==> src/rtl/pn_dac_tx.sv <==
// pn_dac_tx: transmit-side DAC interface for the Red Pitaya PN board.
// Accepts two-channel signed sample pairs over a valid/ready stream,
// saturates them to 14 bits, converts to offset binary and interleaves
// them onto the DAC bus over two AClk cycles. Also sequences DAC reset
// after power-up and counts stream underflows.
//
// Stream handshake: a pair (SCh1, SCh2) transfers on the AClk rising edge
// where SValid && SReady are both high. SReady depends only on internal
// state (RUN, phase 0, no stop pending), never on SValid. Once SValid is
// raised the source holds it and the data stable until the transfer edge.
module pn_dac_tx #(
  parameter int RST_CYCLES = 16,
  parameter int IN_W       = 16
) (
  input  logic            AClk,
  input  logic            ARstn,
  input  logic            En,
  input  logic [IN_W-1:0] SCh1,
  input  logic [IN_W-1:0] SCh2,
  input  logic            SValid,
  output logic            SReady,
  output logic [13:0]     DDat,
  output logic            DSel,
  output logic            DWrt,
  output logic            DRst,
  output logic [15:0]     UnderCnt,
  output logic [1:0]      o_dbg_state
);

  typedef enum logic [1:0] {
    ST_RST  = 2'd0,
    ST_IDLE = 2'd1,
    ST_RUN  = 2'd2
  } state_t;

  localparam int CW = (RST_CYCLES > 1) ? $clog2(RST_CYCLES) : 1;
  localparam logic [CW-1:0] CNT_LAST = CW'(RST_CYCLES - 1);
  localparam logic [13:0] MID = 14'h2000;
  localparam logic signed [IN_W-1:0] C_MAX = IN_W'(8191);
  localparam logic signed [IN_W-1:0] C_MIN = IN_W'(-8192);

  state_t          r_state, w_state_nx;
  logic            r_phase, w_phase_nx;
  logic            r_stop, w_stop_nx;
  logic [CW-1:0]   r_cnt, w_cnt_nx;
  logic [13:0]     r_ch1, w_ch1_nx;
  logic [13:0]     r_ch2, w_ch2_nx;
  logic [13:0]     r_ddat, w_ddat_nx;
  logic            r_dsel, w_dsel_nx;
  logic            r_dwrt, w_dwrt_nx;
  logic            r_drst, w_drst_nx;
  logic [15:0]     r_under_cnt, w_under_nx;
  logic            w_sready;

  // Clip a signed sample to the 14-bit range, then flip the sign bit to
  // get offset binary (-8192 -> 0x0000, 0 -> 0x2000, +8191 -> 0x3FFF).
  function automatic logic [13:0] to_code(input logic [IN_W-1:0] s);
    logic signed [IN_W-1:0] v;
    logic [13:0]            r;
    v = $signed(s);
    if (v > C_MAX)      r = 14'h3FFF;
    else if (v < C_MIN) r = 14'h0000;
    else                r = {~v[13], v[12:0]};
    return r;
  endfunction

  // A pending stop blocks new pairs so the in-flight Ch2 word can finish.
  assign w_sready = (r_state == ST_RUN) && !r_phase && !r_stop;

  // Next-state and next-output logic for the RST/IDLE/RUN sequencer.
  always_comb begin
    w_state_nx = r_state;
    w_phase_nx = r_phase;
    w_stop_nx  = r_stop;
    w_cnt_nx   = r_cnt;
    w_ch1_nx   = r_ch1;
    w_ch2_nx   = r_ch2;
    w_ddat_nx  = MID;
    w_dsel_nx  = 1'b0;
    w_dwrt_nx  = 1'b0;
    w_under_nx = r_under_cnt;
    case (r_state)
      ST_RST: begin
        if (r_cnt == CNT_LAST) w_state_nx = ST_IDLE;
        else                   w_cnt_nx   = r_cnt + CW'(1);
      end
      ST_IDLE: begin
        // Clear the held Ch2 word so a restart opens with mid-scale.
        w_ch2_nx   = MID;
        w_phase_nx = 1'b0;
        w_stop_nx  = 1'b0;
        if (En) w_state_nx = ST_RUN;
      end
      ST_RUN: begin
        w_dwrt_nx = ~r_phase;
        w_stop_nx = r_stop | ~En;
        if (!r_phase) begin
          // Pair boundary: emit the held Ch2 word of the previous slot.
          w_ddat_nx = r_ch2;
          w_dsel_nx = 1'b0;
          if (r_stop) begin
            w_state_nx = ST_IDLE;
          end else if (SValid) begin
            w_ch1_nx   = to_code(SCh1);
            w_ch2_nx   = to_code(SCh2);
            w_phase_nx = 1'b1;
          end else if (En) begin
            w_ch1_nx   = MID;
            w_ch2_nx   = MID;
            w_phase_nx = 1'b1;
            if (r_under_cnt != 16'hFFFF) w_under_nx = r_under_cnt + 16'd1;
          end else begin
            w_state_nx = ST_IDLE;
          end
        end else begin
          w_ddat_nx  = r_ch1;
          w_dsel_nx  = 1'b1;
          w_phase_nx = 1'b0;
        end
      end
      default: w_state_nx = ST_RST;
    endcase
    w_drst_nx = (w_state_nx == ST_RST);
  end

  // State and output registers; ARstn forces the full reset sequence.
  always_ff @(posedge AClk or negedge ARstn) begin
    if (!ARstn) begin
      r_state     <= ST_RST;
      r_phase     <= 1'b0;
      r_stop      <= 1'b0;
      r_cnt       <= '0;
      r_ch1       <= MID;
      r_ch2       <= MID;
      r_ddat      <= MID;
      r_dsel      <= 1'b0;
      r_dwrt      <= 1'b0;
      r_drst      <= 1'b1;
      r_under_cnt <= 16'd0;
    end else begin
      r_state     <= w_state_nx;
      r_phase     <= w_phase_nx;
      r_stop      <= w_stop_nx;
      r_cnt       <= w_cnt_nx;
      r_ch1       <= w_ch1_nx;
      r_ch2       <= w_ch2_nx;
      r_ddat      <= w_ddat_nx;
      r_dsel      <= w_dsel_nx;
      r_dwrt      <= w_dwrt_nx;
      r_drst      <= w_drst_nx;
      r_under_cnt <= w_under_nx;
    end
  end

  assign SReady      = w_sready;
  assign DDat        = r_ddat;
  assign DSel        = r_dsel;
  assign DWrt        = r_dwrt;
  assign DRst        = r_drst;
  assign UnderCnt    = r_under_cnt;
  assign o_dbg_state = r_state;

endmodule

==> config.mk <==
export PLATFORM = sky130hd
export DESIGN_NAME = pn_dac_tx
export DESIGN_NICKNAME = d
export VERILOG_FILES = /design/src/rtl/pn_dac_tx.sv
export SDC_FILE = /design/constraint.sdc
export NUM_CORES = 1
export LEC_CHECK = 0
export BUFFER_PORTS_ARGS = -buffer_cell sky130_fd_sc_hd__buf_4
export CAP_MARGIN = 20
export CORE_AREA = 5 5 95 97
export CTS_BUF_LIST = sky130_fd_sc_hd__clkbuf_4 sky130_fd_sc_hd__clkbuf_8
export CTS_CLUSTER_SIZE = 20
export DETAILED_ROUTE_END_ITERATION = 8
export DIE_AREA = 0 0 100 102
export GPL_ROUTABILITY_DRIVEN = 0
export REMOVE_ABC_BUFFERS = 1
export SETUP_SLACK_MARGIN = 0.4
export SKIP_LAST_GASP = 1
export SYNTH_ARGS = -nofsm -noshare
export SYNTH_HDL_FRONTEND = slang
export SYNTH_SLANG_ARGS = --single-unit
==> constraint.sdc <==
create_clock -name AClk -period 4.7 [get_ports AClk]
set_input_delay 0.94 -clock AClk [delete_from_list [all_inputs] [get_ports AClk]]
set_output_delay 0.94 -clock AClk [all_outputs]
set_load 0.05 [all_outputs]
## Word-level counts from Yosys, hierarchy flattened

Index checks and enable logic that the tools add are counted.

- $add $sub $neg: 2
- Magnitude comparators: 4
- Equal/unequal tests: 7
- Mux-type cells: 28
- Bitwise gates (word level): 8
- Reductions and logical operators: 12

Operators with widths:

| cell | number |
|---|---|
| $mux W14 | 11 |
| $gt A16 B14 Y1 const B | 2 |
| $lt A16 B14 Y1 const B | 2 |
| $pmux W14 S2 | 1 |
| $add A16 B1 Y16 const B | 1 |
| $ne A16 B16 Y1 const B | 1 |
| $mux W2 | 6 |
| $reduce_and A4 Y1 | 2 |
| $mux W1 | 7 |
| $not A1 Y1 | 7 |
| $pmux W2 S3 | 1 |
| $reduce_and A6 Y1 | 1 |
| $add A4 B1 Y4 const B | 1 |
| $eq A4 B4 Y1 const B | 1 |
| $logic_not A2 Y1 | 2 |
| $ne A2 B2 Y1 const B | 2 |
| $pmux W1 S2 | 2 |
| $reduce_bool A2 Y1 | 2 |
| $ne A3 B3 Y1 const B | 1 |
| $eq A2 B1 Y1 const B | 1 |
| $eq A2 B2 Y1 const B | 1 |
| $logic_and A1 B1 Y1 | 2 |
| $logic_not A1 Y1 | 2 |
| $reduce_and A2 Y1 | 1 |
| $or A1 B1 Y1 | 1 |

- Flip-flop bits (word level): 69
- Input port bits: 36
- Output and inout bits: 36

## Depth between registers and ports, before layout

Gate-level depths: netlist of the first run.

- Depth in word-level cells: 7
- Depth in mapped cells: 9
- Gate-level depth less buffers: 7

## Worst setup path after synthesis of the first run

No wires, ideal clock.

- Kind: reg2out
- Start point: register r_state[1], in the netlist o_dbg_state[1]
- End point: output SReady
- Data arrival time: 1.842 ns
- Setup slack: 1.918 ns
- Cell stages (with the launch flop): 5
- Buffers on the path: 1
- Path through: dfrtp_1 -> ha_1 -> or3b_1 -> buf_2 -> inv_1

- Cells in the longest elaborated chain, start to end: 3

RTL lines:

| what | line | source |
|---|---|---|
| start: declaration | 42 | `state_t r_state, w_state_nx;` |
| start signal: assignment | 141 | `r_state <= w_state_nx;` |
| $eq A2 B2 Y1 | 68 | `assign w_sready = (r_state == ST_RUN) && !r_phase && !r_stop;` |
| $logic_and A1 B1 Y1 (2 in series) | 68 |  |
| end: declaration | 21 | `output logic SReady,` |

No other way between the ends.

## Final worst setup path of the first run

- Start point: register r_phase
- End point: output SReady

- Cells in the longest elaborated chain, start to end: 3

RTL lines:

| what | line | source |
|---|---|---|
| start: declaration | 43 | `logic r_phase, w_phase_nx;` |
| start signal: assignment | 142 | `r_phase <= w_phase_nx;` |
| $logic_not A1 Y1 | n/a |  |
| $logic_and A1 B1 Y1 (2 in series) | 68 |  |

No other way between the ends.

==> metrics.cfg, run 1 <==
[sta]
tightest_slew_ns = 1.032
tns_ns = 0
fin_ws_ns = 1.674
fmax_ghz = 0.3305
timing.final.crit_share = 0.6438
relSlewSlack = 0.3076
drv_slew = 0
fin_skew_ns = 0.008535
finalSetupViolations = 0
fin_crit_ns = 3.026
grt_setup_unrepaired = no
hold_viol_final = 0

[placed_design]
hpwlAfterDp_um = 5185
portBuffers = 71
dp_slack_ns = 2.034
dpl_cell_area_um2 = 3720

[floorplan]
die_area_um2 = 10200
start_util = 0.3862
num_rows = 33
die_y_um = 102
die_w_um = 100
io_pins = 72
coreArea_um2 = 8051

[cells_and_area]
area_growth_syn_to_layout_pct = 26.68
nNetsFinal = 407
final_cell_mix = buf_4 (72), dfrtp_1 (65), nor2_1 (56)
antenna-diode-count = 0
final_util = 0.4892
mostFrequentLayoutCell = buf_4
drive_gt1_frac = 0.2703
post-route-cell-area_um2 = 3939

[cts]
holdBufCountCts = 0
cts_buffer_depth = 2
cts_buffers = 9
cts-root-buf = clkbuf_8
ctsResizeCount = 0
cts_sinks = 69
clock_latency_ns = 0.34
path_clk_slew_ns = 0.07
post_cts.repair.setup_buffers = 0
cts_max_level = 3
cts_tree = done

[worst_setup_path]
r2r_start = r_phase
critPathBufInv = 2
cp_max_fo = 19
cp.required_ns = 3.76
arrival_ns = 2.09
critPathKind = register to output port
rrSetupSlack_ns = 2.17
crit_chain = or3b_1 -> inv_1 -> buf_4
worst_setup_path_end_kind = output port
worst_path_max_delay_cell = dfrtp_1
startpoint = r_phase
reg2reg_to = UnderCnt[1]
r2r_cells = 4
worstSetupStartpointType = register
cp_top_family = flip-flops
critical_path.max_stage_delay_ns = 0.72

[yosys]
ys.flop_type = dfrtp_1
synthCells = 294
synth_seq_cells = 69
ys_warn_count = 0
avgSynthCellArea_um2 = 10.58
ys_types = 41
synthArstFlopShare = 1.000
yosysSeqAreaShare = 0.5569
synth_area_leader_cell = dfrtp_1
synth_edf_count = 0
synth.area.top_cells = dfrtp_1 (52%), nor2_1 (6.8%), mux2i_1 (4.5%)
synth_top_area_frac = 0.5231
synth_area_um2 = 3109

[routing]
dr.first_iter.drc_count = 107
firstDrtPassIters = 4
vias_per_cell = 5.044
drc_errors = 0
ant_nets = 0
detail_route.wirelength_um = 7256
wl_per_cell_um = 15.28
vias = 2396

[power_and_ir_drop]
power.share.combinational = 0.287
clock_power_share = 0.287
vdd.ir_drop.worst_mv = 0.1827
swShare = 0.3538
seqPwrFrac = 0.426
powerDensity_nw_per_um2 = 469.7
internal_power_mw = 1.196
p_leak_nw = 1.827
p_sw_mw = 0.6546

[hold_path]
worstHoldPathType = register to register
hp-start = r_ch1[9]
holdPathStages = 2
worst_hold_path.endpoint = r_ch1[9]

[global_routing]
grt_pass1_vias = 2431
overflow = 0
grtUsageTotal = 0.1473
grt_max_degree = 70
antenna_found_initial = 0
grt_first_pass_wirelength_um = 11770

[run]
cap_viol_max_count = 0

[outcome]
status = finished clean

-- per-stage QoR --
step	instances	hold WS, ns	total power [mW]
global route	475	0.5084	1.951
floorplan	282	0.4496	1.138
global placement	458	0.4626	1.316
detailed placement	459	0.4728	1.335
finish	475	0.4841	1.850
CTS	475	0.4903	1.872
-- logic make-up after synthesis --
family	share of synthesized area
simple gates	0.1980
flops	0.5569
compound gates	0.09900
buf+inv	0.02937
mux	0.05593
xor+xnor	0.03662
fa+ha+maj	0.02414
-- sequential cells by signal, indices dropped and copies added (netlist names), 2 cells and up --
signal / cells
r_cnt: 4
r_ch1: 14
UnderCnt: 16
o_dbg_state: 2
r_ch2: 14
DDat: 14
-- cell usage after synthesis, types with 2 or more instances --
cell	number
mux2i_1	14
mux2_2	2
o21ai_0	18
and3_1	2
buf_6	2
a21oi_1	9
nor2_1	56
nand4_1	10
dfrtp_1	65
nand2_1	24
o2bb2ai_1	13
xnor2_1	4
inv_1	7
xor2_1	9
nor4_2	2
a31oi_1	2
ha_1	6
clkbuf_1	9
nor3_1	3
dfstp_2	4
nor4_1	2
nand3_1	11
nor4_4	2
-- layer usage --
| metal | global-route usage | up-vias | part of all wire |
|---|---|---|---|
| met4 | 0.05803 | 0 | 0.012 |
| met1 | 0.2015 | 1155 | 0.46 |
| met5 | 0 | - | 0 |
| met3 | 0.03754 | 6 | 0.055 |
| met2 | 0.2258 | 70 | 0.47 |
| li1 | - | 1165 | - |
-- worst register-to-register path: cells and delay by family, from the launching register on --
family | cells | cell delay, ns
mux | 1 | 0.36
flops | 1 | 0.72
simple gates | 3 | 1.34
-- worst max-delay path by stage --
stage | end | slack [ns] | cells after the start
after floorplan | SReady | 1.94 | 3
after global placement | SReady | 2.05 | 3
after detailed placement | SReady | 2.03 | 3
after CTS | SReady | 1.66 | 3
after global routing | SReady | 1.58 | 3
final | SReady | 1.67 | 3
-- cell type report --
class,instances,area (um^2)
Clock buffer,10,131.4
Clock inverter,6,87.58
Fill cell,744,4113
Inverter,8,30.03
Multi-Input combinational cell,205,1286
Sequential cell,69,1732
Tap cell,105,131.4
Timing Repair Buffer,72,540.5
-- power groups by stage --
| stage | Clock, mW | Sequential, mW | Combinational (mW) |
|---|---|---|---|
| 6_report | 0.532 | 0.787 | 0.531 |
| 5_1_grt | 0.569 | 0.802 | 0.581 |
| 4_1_cts | 0.546 | 0.788 | 0.538 |
| 3_5_place_dp | 0 | 0.799 | 0.535 |
| 3_3_place_gp | 0 | 0.796 | 0.520 |
| 2_1_floorplan | 0 | 0.882 | 0.255 |
No activity file was read; power rests on OpenSTA's default activity.
==> run 2: changes to the inputs <==
clock period = 2.45 ns   (was 4.7 ns; I/O delays follow)
==> metrics.cfg, run 2 (synthesized netlist as in run 1, its figures left out) <==
[sta]
hold_viol_final = 0  ; unchanged
hold_ws_ns = 0.1130  ; was 0.4841 ns
fin_skew_ns = 0.008623  ; was 0.008535 ns
timing.final.crit_share = 0.8416
fmax_ghz = 0.4850
fin_ws_ns = 0.3881  ; was 1.674 ns
finalSetupViolations = 0  ; unchanged
fin_crit_ns = 2.062
tightest_slew_ns = 0.6042  ; was 1.032 ns
drv_slew = 0  ; unchanged
relSlewSlack = 0.5971  ; was 0.3076
grt_setup_unrepaired = yes  ; was no
tns_ns = 0  ; unchanged

[placed_design]
portBuffers = 71  ; unchanged
placedCellCount = 470  ; was 459
dp_slack_ns = 0.3030  ; was 2.034 ns
dpl_cell_area_um2 = 3802  ; was 3720 um^2
hpwlAfterDp_um = 5356  ; was 5185 um

[cts]
cts_buffer_depth = 2  ; unchanged
cts_max_level = 3  ; unchanged
path_clk_slew_ns = 0.07  ; about the same
cts_sinks = 69  ; unchanged
clock_latency_ns = 0.33  ; was 0.34 ns
cts_tree = done  ; unchanged
cts_buffers = 9  ; unchanged
cts-root-buf = clkbuf_8  ; unchanged

[worst_setup_path]
critPathKind = register to output port  ; unchanged
cp.required_ns = 1.96  ; was 3.76 ns
worst_path_max_delay_cell = or3b_4  ; was dfrtp_1
critical_path.max_stage_delay_ns = 0.43  ; was 0.72 ns
crit_chain = inv_2 -> ha_4 -> or3b_4 -> inv_4 -> buf_8  ; was or3b_1 -> inv_1 -> buf_4
worstSetupStartpointType = register  ; unchanged
cp_max_fo = 6  ; was 19
arrival_ns = 1.57  ; was 2.09 ns
worst_setup_path_end_kind = output port  ; unchanged

[global_routing]
grtUsageTotal = 0.1589  ; was 0.1473
antenna_found_initial = 0  ; unchanged
grt_max_degree = 41  ; was 70
grt_first_pass_wirelength_um = 12700  ; was 11770 um
grt_pass1_vias = 2588  ; was 2431
overflow = 0  ; unchanged

[floorplan]
coreArea_um2 = 8051  ; unchanged
die_y_um = 102  ; unchanged
die_area_um2 = 10200  ; unchanged
num_rows = 33  ; unchanged
start_util = 0.3862  ; unchanged
die_w_um = 100  ; unchanged
io_pins = 72  ; unchanged

[run]
cap_viol_max_count = 0  ; unchanged

[cells_and_area]
drive_gt1_frac = 0.3265  ; was 0.2703
largest_register_ffs = 16  ; unchanged
antenna-diode-count = 0  ; unchanged
final_cell_mix = buf_4 (90), dfrtp_1 (65), nor2_1 (56)  ; was buf_4 (72), dfrtp_1 (65), nor2_1 (56)
area_growth_syn_to_layout_pct = 32.39  ; was 26.68%
mostFrequentLayoutCell = buf_4  ; unchanged
post-route-cell-area_um2 = 4116  ; was 3939 um^2
nNetsFinal = 426  ; was 407
final_cells = 494  ; was 475
final_util = 0.5113  ; was 0.4892

[routing]
drc_errors = 0  ; unchanged
vias_per_cell = 5.030  ; was 5.044
detail_route.wirelength_um = 7624  ; was 7256 um
vias = 2485  ; was 2396
wl_per_cell_um = 15.43  ; was 15.28 um
firstDrtPassIters = 4  ; unchanged
ant_nets = 0  ; unchanged
dr.first_iter.drc_count = 79  ; was 107

[hold_path]
worstHoldPathType = input port to asynchronous set/reset pin  ; was register to register

[outcome]
status = finished clean  ; unchanged

[power_and_ir_drop]
p_leak_nw = 1.939  ; was 1.827 nW
powerDensity_nw_per_um2 = 878.4  ; was 469.7 nW/um^2
power_mw = 3.616  ; was 1.850 mW
vdd.ir_drop.worst_mv = 0.3923  ; was 0.1827 mV

[run 2: report_power, final]
part           switching (mW)  internal, mW
sequential              0.127          1.34
combinational           0.743         0.478
clock                   0.432         0.496
[run 2: routing by layer]
metal	GRT usage	share of wire	vias up
met3	0.04573	0.065	9
met4	0.04663	0.015	0
li1	-	-	1203
met1	0.2128	0.45	1199
met5	0	0	-
met2	0.2530	0.47	74
[run 2: area by class of cell]
class | count | area [um^2]
Fill cell | 746 | 3935
Sequential cell | 69 | 1732
Multi-Input combinational cell | 205 | 1330
Timing Repair Buffer | 91 | 690.7
Clock buffer | 10 | 137.6
Tap cell | 105 | 131.4
Clock inverter | 6 | 62.56
Inverter | 8 | 32.53
[run 2: worst max-delay path: cells and delay by family, from the launching register on]
| family | cells | cell delay (ns) |
|---|---|---|
| adder cells (fa/ha/maj) | 1 | 0.12 |
| AND/OR/NAND/NOR | 1 | 0.43 |
| buffers and inverters | 3 | 0.30 |
| flip-flops | 1 | 0.39 |
[run 2: worst paths after layout]
kind                           startpoint           end  slack [ns]  depth (start not counted)
hold / removal                      ARstn   UnderCnt[7]        0.11                          1
hold reg to reg                 r_ch1[10]     r_ch1[10]        0.49                          2
setup / recovery           o_dbg_state[0]        SReady        0.39                          5
setup reg to reg           o_dbg_state[0]  UnderCnt[11]        0.49                          6
min in group AClk                SCh1[15]     r_ch1[13]        0.33                          2
max in group asynchronous           ARstn          DRst        1.67                          2
[run 2: repair_timing]
action	in CTS	in global routing
pin swaps	1	2
setup buffers	5	3
hold buffers	0	0
gates resized for setup	8	5
gates cloned	0	0
endpoints found under the setup margin	25	22
==> run 3: changes to the inputs <==
clock period = 1.87 ns   (was 2.45 ns; I/O delays follow)
==> metrics.cfg, run 3 (synthesized netlist as in run 1, its figures left out) <==
[sta]
timing.final.crit_share = 1.098
fin_skew_ns = 0.008530  ; was 0.008623 ns
relSlewSlack = 0.4084  ; was 0.5971
hold_ws_ns = 0.2124  ; was 0.1130 ns
tns_ns = -1.062  ; was 0 ns
fin_ws_ns = -0.1831  ; was 0.3881 ns
fmax_ghz = 0.4871
grt_setup_unrepaired = yes  ; unchanged
tightest_slew_ns = 0.8842  ; was 0.6042 ns
hold_viol_final = 0  ; unchanged
finalSetupViolations = 17  ; was 0
fin_crit_ns = 2.053
drv_slew = 0  ; unchanged

[worst_setup_path]
critPathBufInv = 4  ; was 3
critical_path.max_stage_delay_ns = 0.39  ; was 0.43 ns
cp_top_family = buffers and inverters  ; was simple AND/OR/NAND/NOR gates
crit_chain = inv_2 -> ha_4 -> or3b_4 -> buf_6 -> clkinvlp_4 -> buf_8  ; was inv_2 -> ha_4 -> or3b_4 -> inv_4 -> buf_8
cp_max_fo = 3  ; was 6
worst_setup_path_end_kind = output port  ; unchanged
worst_path_max_delay_cell = dfrtp_1  ; was or3b_4
cp.required_ns = 1.50  ; was 1.96 ns
worstSetupStartpointType = register  ; unchanged
critPathKind = register to output port  ; unchanged
arrival_ns = 1.68  ; was 1.57 ns

[global_routing]
grt_max_degree = 42  ; was 41
grt_first_pass_wirelength_um = 13280  ; was 12700 um
overflow = 0  ; unchanged
grt_pass1_vias = 2733  ; was 2588
antenna_found_initial = 0  ; unchanged
grtUsageTotal = 0.1663  ; was 0.1589

[cells_and_area]
final_cell_mix = buf_4 (93), dfrtp_1 (58), nor2_1 (48)  ; was buf_4 (90), dfrtp_1 (65), nor2_1 (56)
antenna-diode-count = 0  ; unchanged
largest_register_ffs = 16  ; unchanged
post-route-cell-area_um2 = 4623  ; was 4116 um^2
final_cells = 518  ; was 494
fillers = 711  ; was 746
area_growth_syn_to_layout_pct = 48.69  ; was 32.39%
nNetsFinal = 450  ; was 426
mostFrequentLayoutCell = buf_4  ; unchanged
final_util = 0.5742  ; was 0.5113
drive_gt1_frac = 0.4407  ; was 0.3265

[routing]
ant_nets = 0  ; unchanged
drc_errors = 0  ; unchanged
firstDrtPassIters = 4  ; unchanged
dr.first_iter.drc_count = 148  ; was 79
wl_per_cell_um = 15.59  ; was 15.43 um
detail_route.wirelength_um = 8075  ; was 7624 um
vias_per_cell = 4.959  ; was 5.030
vias = 2569  ; was 2485

[cts]
clock_latency_ns = 0.34  ; was 0.33 ns
cts_max_level = 3  ; unchanged
cts-root-buf = clkbuf_8  ; unchanged
cts_buffers = 9  ; unchanged
path_clk_slew_ns = 0.08  ; was 0.07 ns
cts_buffer_depth = 2  ; unchanged
cts_sinks = 69  ; unchanged
cts_tree = done  ; unchanged

[floorplan]
io_pins = 72  ; unchanged
die_y_um = 102  ; unchanged
start_util = 0.3862  ; unchanged
die_w_um = 100  ; unchanged
num_rows = 33  ; unchanged
coreArea_um2 = 8051  ; unchanged
die_area_um2 = 10200  ; unchanged

[power_and_ir_drop]
powerDensity_nw_per_um2 = 1199  ; was 878.4 nW/um^2
power_mw = 5.543  ; was 3.616 mW
vdd.ir_drop.worst_mv = 0.5709  ; was 0.3923 mV
p_leak_nw = 2.140  ; was 1.939 nW

[placed_design]
placedCellCount = 485  ; was 470
dpl_cell_area_um2 = 3928  ; was 3802 um^2
portBuffers = 71  ; unchanged
dp_slack_ns = -0.2252  ; was 0.3030 ns
hpwlAfterDp_um = 5514  ; was 5356 um

[outcome]
status = complete, but fails checks  ; was finished clean
violations = setup timing

[run]
cap_viol_max_count = 0  ; unchanged

[hold_path]
worstHoldPathType = input port to register  ; was input port to asynchronous set/reset pin

[run 3: final cells by class]
type,instances,area (um^2),share of cell area
sequential,69,1740,0.3765
multi-input combinational,205,1505,0.3256
timing repair buffer,115,965.9,0.2089
tap,105,131.4,0.02842
clock buffer,9,123.9,0.02679
clock inverter,7,121.4,0.02625
inverter,8,35.03,0.007578
[run 3: timing repair]
| item | 4_1_cts | 5_1_grt |
|---|---|---|
| pin swaps | 17 | 9 |
| setup endpoints to repair | 51 | 66 |
| buffers inserted | 11 | 5 |
| hold buffers | 1 | 0 |
| resized for setup | 55 | 34 |
| hold endpoints to repair | 26 | 0 |
[run 3: path summary, 6_finish.rpt]
path / to / from / slack, ns / cells past startpoint
min in group asynchronous: UnderCnt[3] / ARstn / 0.50 / 2
worst max-delay path: SReady / o_dbg_state[0] / -0.18 / 6
worst min register to register: r_ch1[4] / r_ch1[4] / 0.49 / 2
worst min-delay path: r_ch1[13] / SCh1[15] / 0.21 / 2
max in group asynchronous: r_ch1[13] / ARstn / 0.75 / 3
worst max register to register: r_ch2[7] / o_dbg_state[0] / -0.07 / 10
[run 3: routing by layer]
metal  global-route usage  wire length (um)
met1               0.2119              3572
met2               0.2771              4066
met3              0.03618               350
met4              0.06736                86
met5                    0                 0
[run 3: power breakdown]
| part | switching [mW] | internal [mW] | total [mW] |
|---|---|---|---|
| Sequential | 0.149 | 1.76 | 1.91 |
| Clock | 0.592 | 0.895 | 1.49 |
| Combinational | 1.18 | 0.972 | 2.15 |
